## src/rtl/inst_fetch_pkg.sv

```systemverilog
// Shared CPU definitions: fetch FSM encoding, reset vector and MIPS instruction field positions.
// Decode and the main controller import the field helpers from here as well.
package inst_fetch_pkg;

  typedef enum logic [1:0] {
    REQ  = 2'd0,
    WAIT = 2'd1,
    OUT  = 2'd2
  } fetch_state_t;

  localparam logic [31:0] DEFAULT_RESET_PC = 32'h0040_0000;

  localparam int OPCODE_MSB = 31;
  localparam int OPCODE_LSB = 26;
  localparam int RS_MSB     = 25;
  localparam int RS_LSB     = 21;
  localparam int RT_MSB     = 20;
  localparam int RT_LSB     = 16;
  localparam int RD_MSB     = 15;
  localparam int RD_LSB     = 11;
  localparam int SHAMT_MSB  = 10;
  localparam int SHAMT_LSB  = 6;
  localparam int FUNCT_MSB  = 5;
  localparam int FUNCT_LSB  = 0;

  function automatic logic [5:0] opcode_of(input logic [31:0] word);
    return word[OPCODE_MSB:OPCODE_LSB];
  endfunction

  function automatic logic [5:0] funct_of(input logic [31:0] word);
    return word[FUNCT_MSB:FUNCT_LSB];
  endfunction

endpackage

```

## src/rtl/inst_fetch.sv

```systemverilog
// MIPS fetch stage: owns the PC, keeps one instruction-memory request in flight and
// holds the returned word for decode. Redirects squash at most one stale response.
module inst_fetch
  import inst_fetch_pkg::*;
#(
  parameter logic [31:0] RESET_PC = DEFAULT_RESET_PC
) (
  input  logic        clk,
  input  logic        reset,
  output logic        imem_req,
  output logic [31:0] imem_addr,
  input  logic        imem_ready,
  input  logic        imem_rvalid,
  input  logic [31:0] imem_rdata,
  input  logic        redirect,
  input  logic [31:0] redirect_target,
  output logic        inst_valid,
  input  logic        inst_ready,
  output logic [31:0] inst,
  output logic [31:0] inst_pc,
  output logic [31:0] inst_pc_plus4
);

  fetch_state_t state, state_next;
  logic [31:0]  pc, pc_next;
  logic [31:0]  fetch_pc, fetch_pc_next;
  logic         kill, kill_next;
  logic [31:0]  inst_next, inst_pc_next;
  logic [31:0]  target;

  // Low two target bits are dropped so pc stays word aligned.
  assign target        = redirect_target & ~32'h3;
  assign imem_req      = (state == REQ) && !redirect && !reset;
  assign imem_addr     = pc;
  assign inst_valid    = (state == OUT);
  assign inst_pc_plus4 = inst_pc + 32'd4;

  always_comb begin
    state_next    = state;
    pc_next       = pc;
    fetch_pc_next = fetch_pc;
    kill_next     = kill;
    inst_next     = inst;
    inst_pc_next  = inst_pc;
    case (state)
      REQ: begin
        if (redirect) begin
          pc_next = target;
        end else if (imem_ready) begin
          fetch_pc_next = pc;
          pc_next       = pc + 32'd4;
          state_next    = WAIT;
        end
      end
      WAIT: begin
        if (redirect) pc_next = target;
        // A response racing a redirect, or owed to an earlier one, is stale.
        if (imem_rvalid && (kill || redirect)) begin
          kill_next  = 1'b0;
          state_next = REQ;
        end else if (imem_rvalid) begin
          inst_next    = imem_rdata;
          inst_pc_next = fetch_pc;
          state_next   = OUT;
        end else if (redirect) begin
          kill_next = 1'b1;
        end
      end
      OUT: begin
        if (redirect) begin
          pc_next    = target;
          state_next = REQ;
        end else if (inst_ready) begin
          state_next = REQ;
        end
      end
      default: state_next = REQ;
    endcase
  end

  always_ff @(posedge clk) begin
    if (reset) begin
      state    <= REQ;
      pc       <= RESET_PC;
      fetch_pc <= 32'd0;
      kill     <= 1'b0;
      inst     <= 32'd0;
      inst_pc  <= 32'd0;
    end else begin
      state    <= state_next;
      pc       <= pc_next;
      fetch_pc <= fetch_pc_next;
      kill     <= kill_next;
      inst     <= inst_next;
      inst_pc  <= inst_pc_next;
    end
  end

endmodule

```

## config.mk

```make
export PLATFORM = sky130hd
export DESIGN_NAME = inst_fetch
export DESIGN_NICKNAME = d
export VERILOG_FILES = /design/src/rtl/inst_fetch_pkg.sv /design/src/rtl/inst_fetch.sv
export SDC_FILE = /design/constraint.sdc
export NUM_CORES = 1
export LEC_CHECK = 0
export CAP_MARGIN = 20
export CORE_ASPECT_RATIO = 1.25
export CORE_MARGIN = 5
export CORE_UTILIZATION = 35
export CTS_CLUSTER_DIAMETER = 50
export CTS_CLUSTER_SIZE = 24
export DETAILED_ROUTE_END_ITERATION = 10
export PLACE_DENSITY = 0.75
export SYNTH_ARGS = -nofsm -noshare
export SYNTH_HDL_FRONTEND = slang
export SYNTH_SLANG_ARGS = --single-unit
export TNS_END_PERCENT = 1
```

## constraint.sdc

```tcl
create_clock -name clk -period 4.5 [get_ports clk]
set_clock_uncertainty 0.1 [all_clocks]
set_input_delay 1.125 -clock clk [delete_from_list [all_inputs] [get_ports clk]]
set_output_delay 1.125 -clock clk [all_outputs]
set_load 0.05 [all_outputs]
```

==> results.cfg, run 1 <==
[cells_and_area]
layout.nets = 1022
drive_above_1_share = 0.0678
final_cell_area_um2 = 8580
mostFrequentLayoutCells = nand2_1, clkdlybuf4s50_1, dfxtp_1, a21oi_1, nor2_1
n_antenna_cell = 0
mostFrequentLayoutCell = nand2_1
syn2layout_area_growth_pct = 45.9

[timing]
fmax_ghz = 0.250
timing_hold_violations_final = 0
fin_tns_setup_ps = 0
setup_viol = 0
post-route-min-period_ps = 4000
slew_headroom = 0.429
worst_pin_slew_ps = 857
post-route-period-util = 0.890
slew_viol_final = 0
rsz0062_at_grt = false

[detailed_routing]
routedWlPerCell_um = 15.4
dr.pass1.iters = 7
routed_wl_um = 18100
drtAntennaViolNets = 0
drt_iter0_markers = 329
vias = 5926
viasPerCell = 5.03
drc = 0

[yosys]
synth-edff-count = 0
syn_area_per_cell_um2 = 7.56
synth_ff_type = dfxtp_1
yosys_warnings = 0
ys_ff_latch = 125
synth.distinct_cells = 52
synth_seq_area_share = 0.425
synth_area_um2 = 5880
syn_inst = 778
synthArstFlopShare = 0

[place]
portBuffers = 191
dp_hpwl_um = 13000
routabilityCongestion = 0.869
dpl_cell_area_um2 = 7930

[floorplan]
die_x_um = 126
rows = 53
die_h_um = 155
io_pins = 200
dieArea_um2 = 19500
start_util = 0.353
coreArea_um2 = 16600

[worst_setup_path]
cp_num_cells = 6
crit_chain = and4_1, and4_1, and3_1, nand3_1, xnor2_1, clkdlybuf4s50_1
end_kind = output port
path_delay_family = simple AND/OR/NAND/NOR gates
cp_max_fo = 8
crit_type = reg2out
path_buf_inv = 1
critical_path_required_ps = 3270
crit_end = inst_pc_plus4[31]
reg2reg_depth = 8
crit_start = inst_pc[16]
r2r_end = imem_addr[20]
max_stage_delay_ps = 820
r2r_start = state[0]
cp_slowest_cell = clkdlybuf4s50_1
startpoint_type = register
worstPathArrival_ps = 2780
worst_path_most_repeated_cell = and4_1
r2r_setup_slack_ps = 2060

[clocking]
clockBufferDepth = 2
cts_hold_buf = 0
cts_resized = 0
post_cts_buffers = 0
cts-root-buf = clkbuf_16
clk_latency_ps = 410
cts_tree = yes
path_clk_slew_ps = 60
numCtsBuffers = 17
cts.sinks = 125
htree_levels = 4

[grt]
grt_first_pass_wirelength_um = 28800
antenna_found_initial = 0
overflow = 0
grt_pass1_vias = 5549
grt_max_degree = 83
grt_usage = 0.179

[power]
internal_power_mw = 2.35
switching_share = 0.298
ir_drop_uv = 217
power.density_nw_per_um2 = 390
p_comb_frac = 0.192
p_clk_frac = 0.434
p_switching_uw = 999
p_leak_nw = 2.95
power_frac_seq = 0.374

[min_path]
whs_path_depth = 2
hp-class = reg2reg

[flow_run]
maxCapViolCount = 0

[run_status]
status = finished, final reports clean
cells by family after synthesis:
logic type / Yosys count / synth area share
flip-flops: 125 / 0.425
other: 1 / 0.000638
adder cells (fa/ha/maj): 7 / 0.0149
XOR/XNOR: 28 / 0.0417
buffers and inverters: 68 / 0.0489
AO/OA/AOI/OAI: 179 / 0.174
AND/OR/NAND/NOR: 364 / 0.284
multiplexers: 6 / 0.0111
worst min-delay path by stage:
stage            startpoint           to  slack, ps
5_1_grt         fetch_pc[8]   inst_pc[8]        360
6_report            inst[0]      inst[0]        350
3_5_place_dp       inst[23]     inst[23]        350
4_1_cts            inst[23]     inst[23]        350
2_1_floorplan  fetch_pc[10]  inst_pc[10]        330
3_3_place_gp   fetch_pc[30]  inst_pc[30]        340
worst register-to-register path, stage by stage, from the launching register on:
cell and delay, ps:
dfxtp_1 330, inv_1 110, ha_1 240, nand2b_1 150, a21oi_2 580, buf_4 300
nor2_1 60, mux2_4 270, a221oi_2 210
cell usage after synthesis, drive strengths merged, types with 2 or more instances:
| cell | number | area share |
|---|---|---|
| nand3 | 27 | 0.026 |
| clkbuf | 46 | 0.029 |
| o21ai | 16 | 0.014 |
| nand3b | 4 | 0.0051 |
| and4 | 7 | 0.011 |
| a211oi | 6 | 0.0077 |
| o221ai | 2 | 0.0030 |
| ha | 7 | 0.015 |
| nor4 | 2 | 0.0057 |
| nor3b | 3 | 0.0038 |
| o22ai | 3 | 0.0032 |
| or4 | 5 | 0.0070 |
| a22oi | 6 | 0.0077 |
| a311oi | 2 | 0.0030 |
| o31ai | 3 | 0.0038 |
| or2 | 3 | 0.0032 |
| or3 | 3 | 0.0034 |
| nand2b | 4 | 0.0043 |
| a21o | 8 | 0.010 |
| buf | 14 | 0.014 |
| nor2 | 33 | 0.021 |
| dfxtp | 125 | 0.43 |
| xor2 | 3 | 0.0045 |
| a31oi | 8 | 0.0085 |
| nand4 | 20 | 0.021 |
| mux2i | 5 | 0.0085 |
| and3 | 12 | 0.013 |
| a21oi | 117 | 0.10 |
| xnor2 | 25 | 0.037 |
| inv | 8 | 0.0051 |
| nor3 | 13 | 0.013 |
| nand2 | 225 | 0.14 |
metrics by stage:
step	worst slack, ps	hold slack, ps	power (mW)	util	std cells
2_1_floorplan	600	332	1.68	-	783
3_3_place_gp	899	340	1.91	0.476	1145
3_5_place_dp	891	346	1.91	0.476	1145
4_1_cts	456	353	3.37	0.515	1177
5_1_grt	261	361	3.48	0.516	1178
6_report	495	353	3.35	0.516	1178
per-layer routing:
metal	wire, µm	GRT usage	up-vias
met2	8850	0.291	207
met3	921	0.0316	40
li1	-	-	2993
met5	0	0	-
met4	692	0.0920	0
met1	7670	0.227	2686
registers in the layout (all words and copies together), names as in the netlist:
signal     count
inst_pc       30
kill           1
imem_addr     30
inst          32
state          2
fetch_pc      30
power groups by stage:
stage	combinational [mW]	clock, mW	sequential [mW]
finish	0.644	1.45	1.25
global route	0.692	1.53	1.26
CTS	0.642	1.48	1.25
detailed placement	0.639	0	1.27
global placement	0.634	0	1.27
floorplan	0.279	0	1.40
final cells by class:
class	instances	area, µm²
Fill cell	1571	8060
Multi-Input combinational cell	590	3120
Sequential cell	125	2500
Timing Repair Buffer	203	2020
Clock buffer	19	443
Tap cell	220	275
Clock inverter	13	191
Inverter	8	30.0
Note: power is estimated with default switching activity, not from simulation.
==> inputs of run 2 (changes only) <==
--- a/config.mk
+++ b/config.mk
@@ -12,6 +12,7 @@
 export CTS_CLUSTER_DIAMETER = 50
 export CTS_CLUSTER_SIZE = 24
 export DETAILED_ROUTE_END_ITERATION = 10
+export MAX_ROUTING_LAYER = met4
 export PLACE_DENSITY = 0.75
 export SYNTH_ARGS = -nofsm -noshare
 export SYNTH_HDL_FRONTEND = slang
==> constraint.sdc (replaced) <==
create_clock -name clk -period 4.5 [get_ports clk]
set_clock_uncertainty 0.1 [all_clocks]
set_input_delay 1.125 -clock clk [delete_from_list [all_inputs] [get_ports clk]]
set_output_delay 1.125 -clock clk [all_outputs]
set_load 0.02 [all_outputs]
==> run 2 against run 1 <==
  * Hold slack got worse by 4.1 ps
  * Final cell count about the same
  * Global-route usage increased by 0.77 points
  * Via count decreased by 1.1%
  * Register-to-register slack improved by 20 ps
  * Die area unchanged
  * Combinational power decreased by 18%
  * Total power decreased by 5.2%
  * Flip-flop and latch count unchanged
  * Sequential share of layout area increased by 0.12 points
  * Critical path depth decreased by 1
  * Clock power decreased by 4%
==> results.cfg, run 2 (synthesis gave the netlist of run 1 again) <==
[clocking]
clockBufferDepth = 2
path_clk_slew_ps = 60
cts_tree = yes
numCtsBuffers = 17
clk_latency_ps = 410
cts-root-buf = clkbuf_16
htree_levels = 4
cts.sinks = 125
cts_resized = 0
post_cts_buffers = 0
cts_hold_buf = 0

[power]
p_switching_uw = 882
ir_drop_uv = 213
finalPower_mw = 3.17
power.density_nw_per_um2 = 371
internal_power_mw = 2.29
switching_share = 0.278
p_comb_frac = 0.167
p_leak_nw = 2.93
p_clk_frac = 0.439
power_frac_seq = 0.394

[worst_setup_path]
critical_path_required_ps = 3270
end_kind = output port
startpoint_type = register
r2r_start = state[0]
crit_type = reg2out
worstPathArrival_ps = 2880
cp_max_fo = 8
crit_start = inst_pc[9]

[cells_and_area]
largest_reg_flops = 32
syn2layout_area_growth_pct = 45.4
layout.nets = 1021
mostFrequentLayoutCell = nand2_1
drive_above_1_share = 0.0658
n_antenna_cell = 0
top_register = inst
mostFrequentLayoutCells = nand2_1, clkdlybuf4s50_1, dfxtp_1, a21oi_1, nor2_1

[floorplan]
coreArea_um2 = 16600
io_pins = 200
die_x_um = 126
die_h_um = 155
rows = 53
start_util = 0.353
dieArea_um2 = 19500

[timing]
slew_viol_final = 0
post-route-min-period_ps = 4100
fin_tns_setup_ps = 0
worst_pin_slew_ps = 1040
setup_viol = 0
post-route-period-util = 0.912
rsz0062_at_grt = false
whs_ps = 349
timing_hold_violations_final = 0
fmax_ghz = 0.244
slew_headroom = 0.304

[grt]
grt_first_pass_wirelength_um = 29500
grt_max_degree = 94
grt_usage = 0.186
grt_pass1_vias = 5665
antenna_found_initial = 0
overflow = 0

[run_status]
status = finished, final reports clean

[detailed_routing]
wl_met3_um = 949
highest_layer = met4
routed_wl_um = 18000
drtAntennaViolNets = 0
dr.pass1.iters = 5
drt_iter0_markers = 406
drc = 0
vias = 5862
routedWlPerCell_um = 15.3
met1_length_um = 7810
viasPerCell = 4.98
wl_met2_um = 8920

[min_path]
hp-class = reg2reg
worstHoldStart = fetch_pc[31]

[place]
routabilityCongestion = 0.886
dp_hpwl_um = 12800
portBuffers = 191

[flow_run]
maxCapViolCount = 0
-- run 2: cell types whose count changed in the layout (fill, tap and decap cells not counted), sizes merged --
cell / previous run / this run
clkdlybuf4s50: 189 / 190
inv: 8 / 9
buf: 14 / 12
bufinv: 4 / 3
-- run 2: through the flow --
| step | util | setup WS, ps | cells | area [µm²] |
|---|---|---|---|---|
| after global routing | 0.514 | 118 | 1177 | 8550 |
| after CTS | 0.512 | 325 | 1176 | 8520 |
| after global placement | 0.475 | 637 | 1144 | 7910 |
| final | 0.514 | 397 | 1177 | 8550 |
| after floorplan | - | 1280 | 783 | 5900 |
| after detailed placement | 0.475 | 613 | 1144 | 7910 |
-- run 2: final timing paths --
path / to / slack (ps) / cells after the start
setup / recovery: inst_pc_plus4[28] / 400 / 5
setup reg to reg: imem_addr[20] / 2080 / 8
hold reg to reg: inst_pc[31] / 350 / 2
hold / removal: inst_pc[31] / 350 / 2
-- run 2: layout make-up --
cell class	instances	area (µm²)
clock buffers	19	443
clock inverters	13	166
fillers	1569	8100
inverters	8	30.0
multi-input cells	590	3120
flip-flops and latches	125	2500
well taps	220	275
repair buffers	202	2010
-- run 2: per-layer routing --
metal,vias to the layer above,track usage
met5,-,-
met4,0,0.0526
met3,16,0.0374
met2,174,0.304
met1,2685,0.236
li1,2987,-
-- run 2: critical path: stages, from the launching register on --
cell and delay [ps]:
dfxtp_1 450, nand4_1 250, nor4_2 770, nand4_1 200, xnor2_1 170, clkdlybuf4s50_1 620
-- run 2: power by group through the flow --
stage | combinational, mW | sequential (mW) | clock, mW
after floorplan | 0.266 | 1.30 | 0
after global placement | 0.520 | 1.27 | 0
after detailed placement | 0.524 | 1.27 | 0
after CTS | 0.527 | 1.25 | 1.41
after global routing | 0.581 | 1.26 | 1.47
final | 0.530 | 1.25 | 1.39
==> inputs of run 3 (changes only) <==
--- a/config.mk
+++ b/config.mk
@@ -9,6 +9,7 @@
 export CORE_ASPECT_RATIO = 1.25
 export CORE_MARGIN = 5
 export CORE_UTILIZATION = 35
+export CTS_BUF_LIST = sky130_fd_sc_hd__clkbuf_8
 export CTS_CLUSTER_DIAMETER = 50
 export CTS_CLUSTER_SIZE = 24
 export DETAILED_ROUTE_END_ITERATION = 10
==> run 3 against run 2 <==
  * First-iteration DRC count shrank 3.7%
  * Global-route usage fell by 0.052 points
  * Critical path depth did not move
  * Hold slack got worse by 1.5 ps
  * Total power is 12% lower
  * Core utilization decreased by 1.2 points
  * Routed wire length down 0.31%
  * Sequential share of layout area is 0.70 points higher
  * Flip-flop and latch count did not move
  * Non-clock buffer count unchanged
  * Count of clock-buffer cells in the layout decreased by 1
  * Die area stayed put
  * Critical path type unchanged
  * Critical endpoint unchanged
==> results.cfg, run 3 (synthesis gave the netlist of run 1 again) <==
[timing]
post-route-period-util = 0.918
slew_viol_final = 0
fmax_ghz = 0.242
rsz0062_at_grt = false
post-route-min-period_ps = 4130
fin_tns_setup_ps = 0
timing_hold_violations_final = 0
worst_pin_slew_ps = 1060
setup_viol = 0
slew_headroom = 0.296

[clocking]
cts_hold_buf = 0
cts_tree = yes
path_clk_slew_ps = 80
post_cts_buffers = 0
cts-root-buf = clkbuf_8
cts_resized = 0
clockBufferDepth = 2
clk_latency_ps = 430
cts.sinks = 125
numCtsBuffers = 17
htree_levels = 4

[cells_and_area]
mostFrequentLayoutCell = nand2_1
mostFrequentLayoutCells = nand2_1, clkdlybuf4s50_1, dfxtp_1, a21oi_1, nor2_1
layout.nets = 1021
largest_reg_flops = 32
n_antenna_cell = 0
fill_cells = 1600
drive_above_1_share = 0.0658
syn2layout_area_growth_pct = 42.0
top_register = inst

[detailed_routing]
vias = 5872
routedWlPerCell_um = 15.2
viasPerCell = 4.99
drt_iter0_markers = 391
drtAntennaViolNets = 0
routed_wl_um = 17900
drc = 0
dr.pass1.iters = 5

[grt]
grt_pass1_vias = 5642
grt_max_degree = 94
overflow = 0
grt_first_pass_wirelength_um = 29300
antenna_found_initial = 0
grt_usage = 0.186

[power]
finalPower_mw = 2.80
p_clk_frac = 0.364
p_leak_nw = 2.85
p_switching_uw = 833
ir_drop_uv = 156
power.density_nw_per_um2 = 335
internal_power_mw = 1.96
switching_share = 0.298
power_frac_seq = 0.446
p_comb_frac = 0.189

[min_path]
hp-class = reg2reg

[floorplan]
die_h_um = 155
io_pins = 200
start_util = 0.353
coreArea_um2 = 16600
rows = 53
dieArea_um2 = 19500
die_x_um = 126

[worst_setup_path]
path_delay_family = simple AND/OR/NAND/NOR gates
worst_path_most_repeated_cell = nand4_1
startpoint_type = register
crit_chain = nand4_1, nor4_2, nand4_1, xnor2_1, clkdlybuf4s50_1
cp_slowest_cell = nor4_2
max_stage_delay_ps = 770
cp_max_fo = 8
worstPathArrival_ps = 2910
critical_path_required_ps = 3270
end_kind = output port
path_buf_inv = 1
crit_type = reg2out

[run_status]
status = finished, final reports clean

[place]
portBuffers = 191
dp_hpwl_um = 12800
routabilityCongestion = 0.886

[flow_run]
maxCapViolCount = 0
run 3: cell count changes in the layout (fill, tap and decap cells not counted), sizes merged:
cell | before | now
inv | 9 | 10
clkbuf | 19 | 18
run 3: worst min-delay path, stage by stage, from the launching register on:
cell,delay [ps]
dfxtp_1,310
nand2_1,50
a21oi_1,50
run 3: stage by stage:
step / utilization / instance area [µm²] / setup slack [ps] / cells / hold WS, ps
floorplan: - / 5900 / 1280 / 783 / 332
global placement: 0.475 / 7910 / 637 / 1144 / 340
detailed placement: 0.475 / 7910 / 613 / 1144 / 344
CTS: 0.500 / 8330 / 283 / 1176 / 348
global route: 0.502 / 8350 / 66.1 / 1177 / 365
finish: 0.502 / 8350 / 367 / 1177 / 347
run 3: path summary, 6_finish.rpt:
| path | cells past startpoint | slack, ps | end | start |
|---|---|---|---|---|
| max | 5 | 370 | inst_pc_plus4[28] | inst_pc[9] |
| min | 2 | 350 | inst_pc[25] | fetch_pc[25] |
| max reg2reg | 5 | 2060 | imem_addr[31] | imem_addr[4] |
| min reg2reg | 2 | 350 | inst_pc[25] | fetch_pc[25] |
run 3: area by class of cell:
cell class	count	area (µm²)	area share
multi-input combinational	590	3120	0.374
clock inverter	14	170	0.0204
tap	220	275	0.0330
clock buffer	18	248	0.0297
timing repair buffer	202	2000	0.240
inverter	8	30.0	0.00360
sequential	125	2500	0.300
run 3: power by group through the flow:
stage / sequential (mW) / combinational [mW] / clock, mW
2_1_floorplan: 1.30 / 0.266 / 0
3_5_place_dp: 1.27 / 0.524 / 0
3_3_place_gp: 1.27 / 0.520 / 0
6_report: 1.25 / 0.530 / 1.02
4_1_cts: 1.25 / 0.527 / 1.04
5_1_grt: 1.26 / 0.580 / 1.09
run 3: layer usage:
metal | GRT usage | up-vias | share of wire
met1 | 0.233 | 2675 | 0.44
met3 | 0.0364 | 23 | 0.050
li1 | - | 2990 | -
met5 | - | - | 0
met2 | 0.302 | 184 | 0.49
met4 | 0.0613 | 0 | 0.018
